**src/rtl/tensor_pkg.sv**
```systemverilog
// Shared defaults and FSM state type for the tensor iteration address generator.
package tensor_pkg;

    localparam int TENSOR_NDIM   = 4;
    localparam int TENSOR_DIM_W  = 16;
    localparam int TENSOR_ADDR_W = 32;

    typedef enum logic {
        ST_IDLE,
        ST_RUN
    } agu_state_e;

endpackage

```
**src/rtl/tensor_iter_agu_if.sv**
```systemverilog
// Configuration, descriptor stream and status bundle of the tensor AGU.
interface tensor_iter_agu_if
    import tensor_pkg::*;
#(
    parameter int NDIM   = TENSOR_NDIM,
    parameter int DIM_W  = TENSOR_DIM_W,
    parameter int ADDR_W = TENSOR_ADDR_W
);

    logic                     cfg_valid;
    logic                     cfg_ready;
    logic [NDIM*DIM_W-1:0]    cfg_shape;
    logic [NDIM*ADDR_W-1:0]   cfg_strides;
    logic [ADDR_W-1:0]        cfg_base;
    logic                     abort;
    logic                     out_valid;
    logic                     out_ready;
    logic [ADDR_W-1:0]        out_offset;
    logic [NDIM*DIM_W-1:0]    out_index;
    logic [31:0]              out_nth;
    logic                     out_last;
    logic                     done;

    // master issues walks and consumes descriptors; slave is the AGU itself
    modport master (
        output cfg_valid, cfg_shape, cfg_strides, cfg_base, abort, out_ready,
        input  cfg_ready, out_valid, out_offset, out_index, out_nth, out_last, done
    );

    modport slave (
        input  cfg_valid, cfg_shape, cfg_strides, cfg_base, abort, out_ready,
        output cfg_ready, out_valid, out_offset, out_index, out_nth, out_last, done
    );

endinterface

```
**src/rtl/tensor_dim_counter.sv**
```systemverilog
// One dimension of the index odometer: counts on carry_in, wraps at shape-1, carries out on wrap.
module tensor_dim_counter
    import tensor_pkg::*;
#(
    parameter int DIM_W = TENSOR_DIM_W
) (
    input  logic             clk,
    input  logic             rst_n,
    input  logic             clear,
    input  logic             carry_in,
    input  logic [DIM_W-1:0] shape,
    output logic [DIM_W-1:0] idx,
    output logic             at_max,
    output logic             carry_out
);

    assign at_max    = (idx == shape - DIM_W'(1));
    assign carry_out = carry_in & at_max;

    always_ff @(posedge clk or negedge rst_n) begin
        if (!rst_n) begin
            idx <= '0;
        end else if (clear) begin
            idx <= '0;
        end else if (carry_in) begin
            idx <= at_max ? '0 : idx + DIM_W'(1);
        end
    end

endmodule

```
**src/rtl/tensor_iter_agu.sv**
```systemverilog
// Walks an NDIM tensor in row-major order, emitting one storage-offset descriptor per element.
module tensor_iter_agu
    import tensor_pkg::*;
#(
    parameter int NDIM   = TENSOR_NDIM,
    parameter int DIM_W  = TENSOR_DIM_W,
    parameter int ADDR_W = TENSOR_ADDR_W
) (
    input  logic              clk,
    input  logic              rst_n,
    tensor_iter_agu_if.slave  bus
);

    agu_state_e        state;
    logic              valid_q;
    logic              done_q;
    logic [ADDR_W-1:0] offset_q;
    logic [31:0]       nth_q;

    logic [DIM_W-1:0]  shape_q      [NDIM];
    logic [ADDR_W-1:0] stride_q     [NDIM];
    logic [ADDR_W-1:0] backstride_q [NDIM];
    logic [DIM_W-1:0]  idx          [NDIM];

    logic [NDIM-1:0]   carry_in;
    logic [NDIM-1:0]   carry_out;
    logic [NDIM-1:0]   at_max;
    logic              transfer;
    logic              shape_zero;
    logic              advance;
    logic [ADDR_W-1:0] delta;

    assign transfer = bus.cfg_valid && (state == ST_IDLE);
    // abort wins over a simultaneous handshake, so it blocks the advance
    assign advance  = (state == ST_RUN) && valid_q && bus.out_ready && !bus.abort;

    always_comb begin
        // NOTE: default before the loop so no path leaves shape_zero unassigned (no latch).
        shape_zero = 1'b0;
        for (int k = 0; k < NDIM; k++) begin
            if (bus.cfg_shape[k*DIM_W +: DIM_W] == '0) shape_zero = 1'b1;
        end
    end

    // NOTE: configuration registers are read only in RUN, which is reached only through a load, so they carry no reset.
    always_ff @(posedge clk) begin
        if (transfer) begin
            for (int k = 0; k < NDIM; k++) begin
                shape_q[k]      <= bus.cfg_shape[k*DIM_W +: DIM_W];
                stride_q[k]     <= bus.cfg_strides[k*ADDR_W +: ADDR_W];
                backstride_q[k] <= (ADDR_W'(bus.cfg_shape[k*DIM_W +: DIM_W]) - ADDR_W'(1))
                                   * bus.cfg_strides[k*ADDR_W +: ADDR_W];
            end
        end
    end

    // carry ripples from the fastest dim (NDIM-1) toward dim 0
    if (NDIM > 1) begin : g_chain
        assign carry_in = {advance, carry_out[NDIM-1:1]};
    end else begin : g_single
        assign carry_in = advance;
    end

    for (genvar g = 0; g < NDIM; g++) begin : g_dim
        tensor_dim_counter #(.DIM_W(DIM_W)) u_dim (
            .clk       (clk),
            .rst_n     (rst_n),
            .clear     (transfer),
            .carry_in  (carry_in[g]),
            .shape     (shape_q[g]),
            .idx       (idx[g]),
            .at_max    (at_max[g]),
            .carry_out (carry_out[g])
        );
        assign bus.out_index[g*DIM_W +: DIM_W] = idx[g];
    end

    // stepping dims add their stride; wrapping dims rewind by their backstride
    always_comb begin
        delta = '0;
        for (int k = 0; k < NDIM; k++) begin
            if (carry_in[k]) begin
                delta = at_max[k] ? delta - backstride_q[k] : delta + stride_q[k];
            end
        end
    end

    always_ff @(posedge clk or negedge rst_n) begin
        if (!rst_n) begin
            state    <= ST_IDLE;
            valid_q  <= 1'b0;
            done_q   <= 1'b0;
            offset_q <= '0;
            nth_q    <= '0;
        end else begin
            // NOTE: non-blocking throughout so every register samples pre-edge values.
            done_q <= 1'b0;
            case (state)
                ST_IDLE: begin
                    if (transfer) begin
                        offset_q <= bus.cfg_base;
                        nth_q    <= '0;
                        if (shape_zero) begin
                            done_q <= 1'b1;
                        end else begin
                            state   <= ST_RUN;
                            valid_q <= 1'b1;
                        end
                    end
                end
                ST_RUN: begin
                    if (bus.abort) begin
                        state   <= ST_IDLE;
                        valid_q <= 1'b0;
                        done_q  <= 1'b1;
                    end else if (advance) begin
                        offset_q <= offset_q + delta;
                        nth_q    <= nth_q + 32'd1;
                        if (carry_out[0]) begin
                            state   <= ST_IDLE;
                            valid_q <= 1'b0;
                            done_q  <= 1'b1;
                        end
                    end
                end
                default: begin
                    state   <= ST_IDLE;
                    valid_q <= 1'b0;
                end
            endcase
        end
    end

    assign bus.cfg_ready  = (state == ST_IDLE);
    assign bus.out_valid  = valid_q;
    assign bus.out_offset = offset_q;
    assign bus.out_nth    = nth_q;
    assign bus.out_last   = valid_q & (&at_max);
    assign bus.done       = done_q;

endmodule

```
**src/flat_wrapper.sv**
```systemverilog
// flat-port wrapper written by rule: the top's interface ports become plain ports
module tensor_iter_agu_flat import tensor_pkg::*;
#(
    parameter int NDIM   = TENSOR_NDIM,
    parameter int DIM_W  = TENSOR_DIM_W,
    parameter int ADDR_W = TENSOR_ADDR_W
)
  (clk, rst_n, bus_cfg_valid, bus_cfg_shape, bus_cfg_strides, bus_cfg_base, bus_abort, bus_out_ready, bus_cfg_ready, bus_out_valid, bus_out_offset, bus_out_index, bus_out_nth, bus_out_last, bus_done);
  tensor_iter_agu_if #(.NDIM(NDIM), .DIM_W(DIM_W), .ADDR_W(ADDR_W)) bus_i ();
  input  logic clk;
  input  logic rst_n;
  input wire logic [$bits(bus_i.cfg_valid)-1:0] bus_cfg_valid;
  input wire logic [$bits(bus_i.cfg_shape)-1:0] bus_cfg_shape;
  input wire logic [$bits(bus_i.cfg_strides)-1:0] bus_cfg_strides;
  input wire logic [$bits(bus_i.cfg_base)-1:0] bus_cfg_base;
  input wire logic [$bits(bus_i.abort)-1:0] bus_abort;
  input wire logic [$bits(bus_i.out_ready)-1:0] bus_out_ready;
  output wire logic [$bits(bus_i.cfg_ready)-1:0] bus_cfg_ready;
  output wire logic [$bits(bus_i.out_valid)-1:0] bus_out_valid;
  output wire logic [$bits(bus_i.out_offset)-1:0] bus_out_offset;
  output wire logic [$bits(bus_i.out_index)-1:0] bus_out_index;
  output wire logic [$bits(bus_i.out_nth)-1:0] bus_out_nth;
  output wire logic [$bits(bus_i.out_last)-1:0] bus_out_last;
  output wire logic [$bits(bus_i.done)-1:0] bus_done;
  assign bus_i.cfg_valid = bus_cfg_valid;
  assign bus_i.cfg_shape = bus_cfg_shape;
  assign bus_i.cfg_strides = bus_cfg_strides;
  assign bus_i.cfg_base = bus_cfg_base;
  assign bus_i.abort = bus_abort;
  assign bus_i.out_ready = bus_out_ready;
  assign bus_cfg_ready = bus_i.cfg_ready;
  assign bus_out_valid = bus_i.out_valid;
  assign bus_out_offset = bus_i.out_offset;
  assign bus_out_index = bus_i.out_index;
  assign bus_out_nth = bus_i.out_nth;
  assign bus_out_last = bus_i.out_last;
  assign bus_done = bus_i.done;
  tensor_iter_agu #(.NDIM(NDIM), .DIM_W(DIM_W), .ADDR_W(ADDR_W)) u_core (.clk(clk), .rst_n(rst_n), .bus(bus_i));
endmodule
```
**config.mk**
```make
export PLATFORM = sky130hd
export DESIGN_NAME = tensor_iter_agu_flat
export DESIGN_NICKNAME = d
export VERILOG_FILES = /design/src/rtl/tensor_pkg.sv /design/src/rtl/tensor_iter_agu_if.sv /design/src/rtl/tensor_dim_counter.sv /design/src/rtl/tensor_iter_agu.sv /design/src/flat_wrapper.sv
export SDC_FILE = /design/constraint.sdc
export NUM_CORES = 2
export LEC_CHECK = 0
export ABC_AREA = 1
export BUFFER_PORTS_ARGS = -buffer_cell sky130_fd_sc_hd__buf_2
export CORE_MARGIN = 2
export CORE_UTILIZATION = 50
export DETAILED_ROUTE_END_ITERATION = 6
export GPL_TIMING_DRIVEN = 0
export PLACE_DENSITY_LB_ADDON = 0.25
export SLEW_MARGIN = 20
export SYNTH_ARGS = -nofsm -noshare
export SYNTH_HDL_FRONTEND = slang
export SYNTH_SLANG_ARGS = --single-unit
```
**constraint.sdc**
```tcl
create_clock -name clk -period 29.8 [get_ports clk]
set_input_delay 5.96 -clock clk [delete_from_list [all_inputs] [get_ports clk]]
set_output_delay 5.96 -clock clk [all_outputs]
set_load 0.02 [all_outputs]
```
=== Yosys cells after proc, flatten, opt, wreduce, memory -nomap -nowiden ===
Memories as Yosys holds them, arrays and structs flattened.
Index checks and enable logic that the tools add are counted.

* Register bits: 131
* RAM bits: 320
* Input port bits: 229
* Output and inout bits: 132
* Word-level logic and storage cells: 121
* Memories: 3

{| class="wikitable"
|+ Memories
! name !! words !! bits a word !! rd ports !! clocked after Yosys merged registers in !! wr ports !! RTL line !! RTL
|-
| u_core.backstride_q || 4 || 32 || 4 || 0 || 4 || tensor_iter_agu.sv:22 || <nowiki>logic [ADDR_W-1:0] backstride_q [NDIM];</nowiki>
|-
| u_core.stride_q || 4 || 32 || 4 || 0 || 4 || tensor_iter_agu.sv:21 || <nowiki>logic [ADDR_W-1:0] stride_q [NDIM];</nowiki>
|-
| u_core.shape_q || 4 || 16 || 4 || 0 || 4 || tensor_iter_agu.sv:20 || <nowiki>logic [DIM_W-1:0] shape_q [NDIM];</nowiki>
|}

* Add/sub/neg operators: 21
* Multipliers: 4
* Equality and inequality tests: 10
* Muxes and demuxes: 52
* Bitwise logic cells: 6
* Reductions and logical operators: 16

{| class="wikitable"
|+ Operators with widths
! kind !! count
|-
| 32-bit 2-to-1 mux || 14
|-
| 16-bit 2-to-1 mux || 12
|-
| 32-bit adder || 4
|-
| 32-bit by 32-bit multiplier with 32-bit output || 4
|-
| 32-bit case mux with 2 select lines || 2
|-
| 32-bit subtractor || 3
|-
| 16-bit by 1-bit subtractor with 17-bit output, second input constant || 4
|-
| 16-bit by 1-bit adder with 16-bit output, second input constant || 4
|-
| 16-bit equality test || 4
|-
| 16-bit zero test || 4
|-
| 16-bit by 1-bit subtractor with 16-bit output, second input constant || 4
|-
| 32-bit by 1-bit adder with 32-bit output, second input constant || 1
|-
| 1-bit by 32-bit subtractor with 32-bit output, first input constant || 1
|-
| 1-bit 2-to-1 mux || 21
|-
| 4-bit AND reduction || 2
|-
| 2-bit nonzero test || 4
|-
| 2-bit inequality test, second input constant || 3
|-
| 3-bit inequality test, second input constant || 2
|-
| 1-bit case mux with 2 select lines || 3
|-
| 1-bit bitwise AND || 5
|-
| 1-bit logical AND || 4
|-
| 3-bit AND reduction || 1
|-
| 2-bit by 1-bit inequality test with 1-bit output, second input constant || 1
|-
| 1-bit zero test || 1
|-
| 1-bit inverter || 1
|}

=== Longest topological paths before layout ===
* Depth in word-level cells: 20
* Depth in mapped cells: 88
* Mapped depth without buffers: 86

=== By module ===
Synthesis repeated with hierarchy kept, for this count alone.

* Cells, all modules: 10014
* Area total of the unflattened synthesis: 80599.8 µm²

{| class="wikitable"
|+ By module, submodules not included
! module !! times used !! cells each !! area each (µm²) !! sequential area each (µm²)
|-
| tensor_iter_agu || 1 || 8778 || 72777.3 || 11285.8
|-
| tensor_dim_counter || 4 || 309 || 1955.6 || 400.4
|}

=== Worst setup path before layout ===
No wires, ideal clock.

* Kind: input to register
* Start: input bus_cfg_valid
* End: register u_core.nth_q[14] (netlist: u_core.bus.out_nth[14])
* Setup time: 0.563 ns
* Data arrival time: 15.591 ns
* Slack: 13.647 ns
* Stages on the path: 5
* Path buffers: 2
* Cell sequence: nand2_1 -> inv_1 -> clkbuf_1 -> clkbuf_1 -> nor3_1

* Word-level cells in the longest chain between the ends: 3

{| class="wikitable"
|+ Ends and longest elaborated chain
! item !! RTL line !! RTL
|-
| from (decl) || flat_wrapper.sv:12 || <nowiki>input wire logic [$bits(bus_i.cfg_valid)-1:0] bus_cfg_valid;</nowiki>
|-
| 1-bit logical AND || tensor_iter_agu.sv:33 || <nowiki>assign transfer = bus.cfg_valid && (state == ST_IDLE);</nowiki>
|-
| named net u_core.g_dim[0].u_dim.clear || tensor_dim_counter.sv:9 || <nowiki>input logic clear,</nowiki>
|-
| 2-bit by 1-bit inequality test with 1-bit output (no source line) || -- ||
|-
| 3-bit AND reduction (no source line) || -- ||
|-
| to (signal assigned) || tensor_iter_agu.sv:118 || <nowiki>nth_q <= nth_q + 32'd1;</nowiki>
|-
| to (decl) || tensor_iter_agu.sv:18 || <nowiki>logic [31:0] nth_q;</nowiki>
|}

The timed path passes the listed nets, and every way through them passes these cells.
A chain may end at the register's enable or synchronous reset.

=== Worst setup path in the final report ===
* Start: input bus_out_ready
* End: register u_core.offset_q[31] (netlist: u_core.bus.out_offset[31])

* Word-level cells in the longest chain between the ends: 19
* Elaborated cells between the ends (all ways): 24
* Classes of those cells: 7 x add/sub; 1 x eq/ne; 10 x mux; 3 x bitwise; 3 x reduce/logical

{| class="wikitable"
|+ Ends and longest elaborated chain
! item !! RTL line !! RTL
|-
| from (decl) || flat_wrapper.sv:17 || <nowiki>input wire logic [$bits(bus_i.out_ready)-1:0] bus_out_ready;</nowiki>
|-
| 1-bit logical AND (*) (2 in series) || tensor_iter_agu.sv:35 || <nowiki>assign advance = (state == ST_RUN) && valid_q && bus.out_ready && !bus.abort;</nowiki>
|-
| 1-bit bitwise AND (3 in series) || tensor_dim_counter.sv:18 || <nowiki>assign carry_out = carry_in & at_max;</nowiki>
|-
| 32-bit 2-to-1 mux || tensor_iter_agu.sv:82 || <nowiki>if (carry_in[k]) begin</nowiki>
|-
| 32-bit adder or 32-bit subtractor (tied branches) || tensor_iter_agu.sv:83 || <nowiki>delta = at_max[k] ? delta - backstride_q[k] : delta + stride_q[k];</nowiki>
|-
| 32-bit 2-to-1 mux || tensor_iter_agu.sv:83 ||
|-
| 32-bit 2-to-1 mux || tensor_iter_agu.sv:82 ||
|-
| 32-bit adder or 32-bit subtractor (tied branches) || tensor_iter_agu.sv:83 ||
|-
| 32-bit 2-to-1 mux || tensor_iter_agu.sv:83 ||
|-
| 32-bit 2-to-1 mux || tensor_iter_agu.sv:82 ||
|-
| 32-bit adder or 32-bit subtractor (tied branches) || tensor_iter_agu.sv:83 ||
|-
| 32-bit 2-to-1 mux || tensor_iter_agu.sv:83 ||
|-
| 32-bit 2-to-1 mux || tensor_iter_agu.sv:82 ||
|-
| 32-bit adder || tensor_iter_agu.sv:117 || <nowiki>offset_q <= offset_q + delta;</nowiki>
|-
| 32-bit 2-to-1 mux || tensor_iter_agu.sv:116 || <nowiki>end else if (advance) begin</nowiki>
|-
| 32-bit 2-to-1 mux || tensor_iter_agu.sv:112 || <nowiki>if (bus.abort) begin</nowiki>
|-
| 32-bit case mux with 2 select lines || tensor_iter_agu.sv:98 || <nowiki>case (state)</nowiki>
|-
| to (signal assigned) || tensor_iter_agu.sv:101 || <nowiki>offset_q <= bus.cfg_base;</nowiki>
|-
| to (signal assigned) || tensor_iter_agu.sv:117 ||
|-
| to (decl) || tensor_iter_agu.sv:17 || <nowiki>logic [ADDR_W-1:0] offset_q;</nowiki>
|}

Every way passes the cells marked *; elsewhere a longest branch is shown, timed or not. The select of a mux whose other input is x is not followed.

==> results.cfg <==
[detailed_routing]
wire_per_inst_microns = 21.1
dr_wl_met3_mm = 20.2
drc_errors = 0
wl_met1_mm = 108
wl_met2_mm = 131
detail-route-antenna-nets = 0
vias = 71100
avgViaCountPerCell = 5.39
routed.top_layer = met5
first_pass_iters = 7
drtIter0Drc = 5814
routed_wirelength_mm = 279

[yosys]
synth-seq-cells = 451
synth_warnings = 0
netlist_instances = 10500
synth.most_common_cell = inv_1
async_flop_share_pct = 29.0
ys_seq_area_share_pct = 15.1
syn_nets = 12800
synth_ff_type = edfxtp_1
netlist_area_sq_mm = 0.0853
synth_top_area_share_pct = 34.5
ys_top_cells_by_count = 2552 x inv_1, 2066 x nand2_1, 1468 x fa_1
avgSynthCellArea_sq_um = 8.14
synth-edff-count = 320
synth_largest_area_cell = fa_1
synthTopCellsByArea = fa_1 34%, edfxtp_1 11%, inv_1 11%, ha_1 9.4%, nand2_1 9.1%
yosysUniqueCellTypes = 68

[setup_path]
arrival_ns = 18.54
end_kind = register
worst_setup_path_start_kind = input port
max_stage_delay_ns = 0.70
slowest_stage = nor2_2
path_max_fanout = 10
crit_type = in -> reg
cp_common_cell = nand2_1
ff2ff_path_depth = 69
required_ns = 30.43

[clock_network]
clk_latency_ns = 0.70
cts_tree = yes
cts_buffers = 55
post-cts-setup-buffers = 0
cts_resized = 0
cts_root_buf = clkbuf_16
clkSinkCount = 451
htreeDepth = 2
cts_buffer_depth = 3
ctsHoldBuffers = 0
clkTransAtPathRegs_ns = 0.06

[timing]
fin_skew_ns = 0.0373
tns_ns = 0
drv_slew = 0
whs_ns = 0.536
max_freq_ghz = 0.0558
rsz0062_at_grt = false
relSlewSlack_pct = 20.5
fin_crit_sh_pct = 60.1
worst_slew_pin_slew_ns = 1.19
final_hold_viol_count = 0
final.min_clock_period_ns = 17.91
setup_viol = 0

[final_layout]
multiInputGateArea_sq_mm = 0.0617
fin_nets = 13200
final_util_pct = 54.3
nFillCells = 15900
area_growth_pct = 7.96
drive_above_1_share_pct = 5.90
seq_area_sq_mm = 0.0129
fin_area_sq_mm = 0.0921

[global_route]
grt_pass1_wl_mm = 428
grt_start_max_net_pins = 84
gr-usage-all-layers_pct = 32.5
grt_pass1_vias = 73500
overflow = 0
antenna_found_initial = 25

[placed_design]
portBuffers = 360
post_dp_cell_area_sq_mm = 0.0901
dp_hpwl_mm = 236
place_congestion = 1.00

[floorplanning]
start_util_pct = 50.3
fp.dieW_microns = 417
rows = 151
die_h_microns = 417
coreArea_sq_mm = 0.169
ioPinCount = 361
dieArea_sq_mm = 0.174

[flow_run]
max_cap_violations = 0

[hold_path]
hold_path_depth = 1
hold_class = reg -> reg

[outcome]
outcome = completed
==> area by class of cell <==
type	instances	area share, %
multi-input cells	7164	67.0
inverters	2602	10.6
well taps	2218	3.01
clock buffers	65	1.55
repair buffers	369	2.20
plain buffers	263	1.08
flip-flops and latches	451	14.0
diodes	19	0.0516
clock inverters	37	0.541
==> cells in the final DEF, fill, tap and decap left out, drive strengths merged, types with 92 or more instances in the layout <==
| cell | count |
|---|---|
| edfxtp | 320 |
| nor2 | 1104 |
| xnor2 | 149 |
| xor2 | 296 |
| fa | 1468 |
| dfrtp | 131 |
| buf | 391 |
| a21oi | 318 |
| nand3 | 279 |
| o21ai | 318 |
| inv | 2577 |
| nand2 | 2101 |
| nor3 | 92 |
| clkbuf | 306 |
| ha | 639 |
==> cells by family after synthesis <==
kind of cell	Yosys count	share of synthesized area (%)
AO/OA/AOI/OAI	847	5.64
flip-flops	451	15.1
adder cells (fa/ha/maj)	2107	43.8
XOR/XNOR	445	4.58
buffers and inverters	2865	12.6
multiplexers	2	0.0235
AND/OR/NAND/NOR	3763	18.2
==> sequential cells by signal (all words and copies together) (netlist names) <==
signal / flops
u_core.bus.out_valid: 1
u_core.bus.done: 1
u_core.g_dim.u_dim.idx: 64
u_core.backstride_q: 128
u_core.stride_q: 128
u_core.bus.out_nth: 32
u_core.shape_q: 64
u_core.state: 1
u_core.bus.out_offset: 32
==> worst paths after layout <==
path / from / end / slack, ns
setup / recovery: bus_out_ready / u_core.bus.out_offset[31] / 11.89
hold / removal: u_core.bus.out_nth[23] / u_core.bus.out_nth[23] / 0.54
setup reg to reg: u_core.state / u_core.bus.out_offset[31] / 16.42
hold reg to reg: u_core.bus.out_nth[23] / u_core.bus.out_nth[23] / 0.54
max in group asynchronous: rst_n / u_core.bus.done / 23.84
min in group asynchronous: rst_n / u_core.g_dim[0].u_dim.idx[0] / 5.19
==> routing by layer <==
metal	up-vias	track usage [%]
met5	-	0
met4	10	19.0
met3	789	4.47
met2	2938	53.6
met1	35000	40.9
li1	32300	-
==> critical path: cells and delay by family <==
| family | cells | cell delay (ns) |
|---|---|---|
| compound gates | 15 | 2.46 |
| xor+xnor | 1 | 0.23 |
| simple gates | 34 | 5.56 |
| fa+ha+maj | 5 | 1.84 |
| buf+inv | 14 | 2.47 |
==> through the flow <==
stage | std cells | setup slack (ns)
finish | 13200 | 11.89
global route | 13200 | 10.62
CTS | 13200 | 12.18
detailed placement | 13100 | 11.50
global placement | 13100 | 6.46
floorplan | 10500 | 13.65
Power is not shown: default switching activity piles up to over one toggle a cycle in this logic, so the estimate is an artifact.
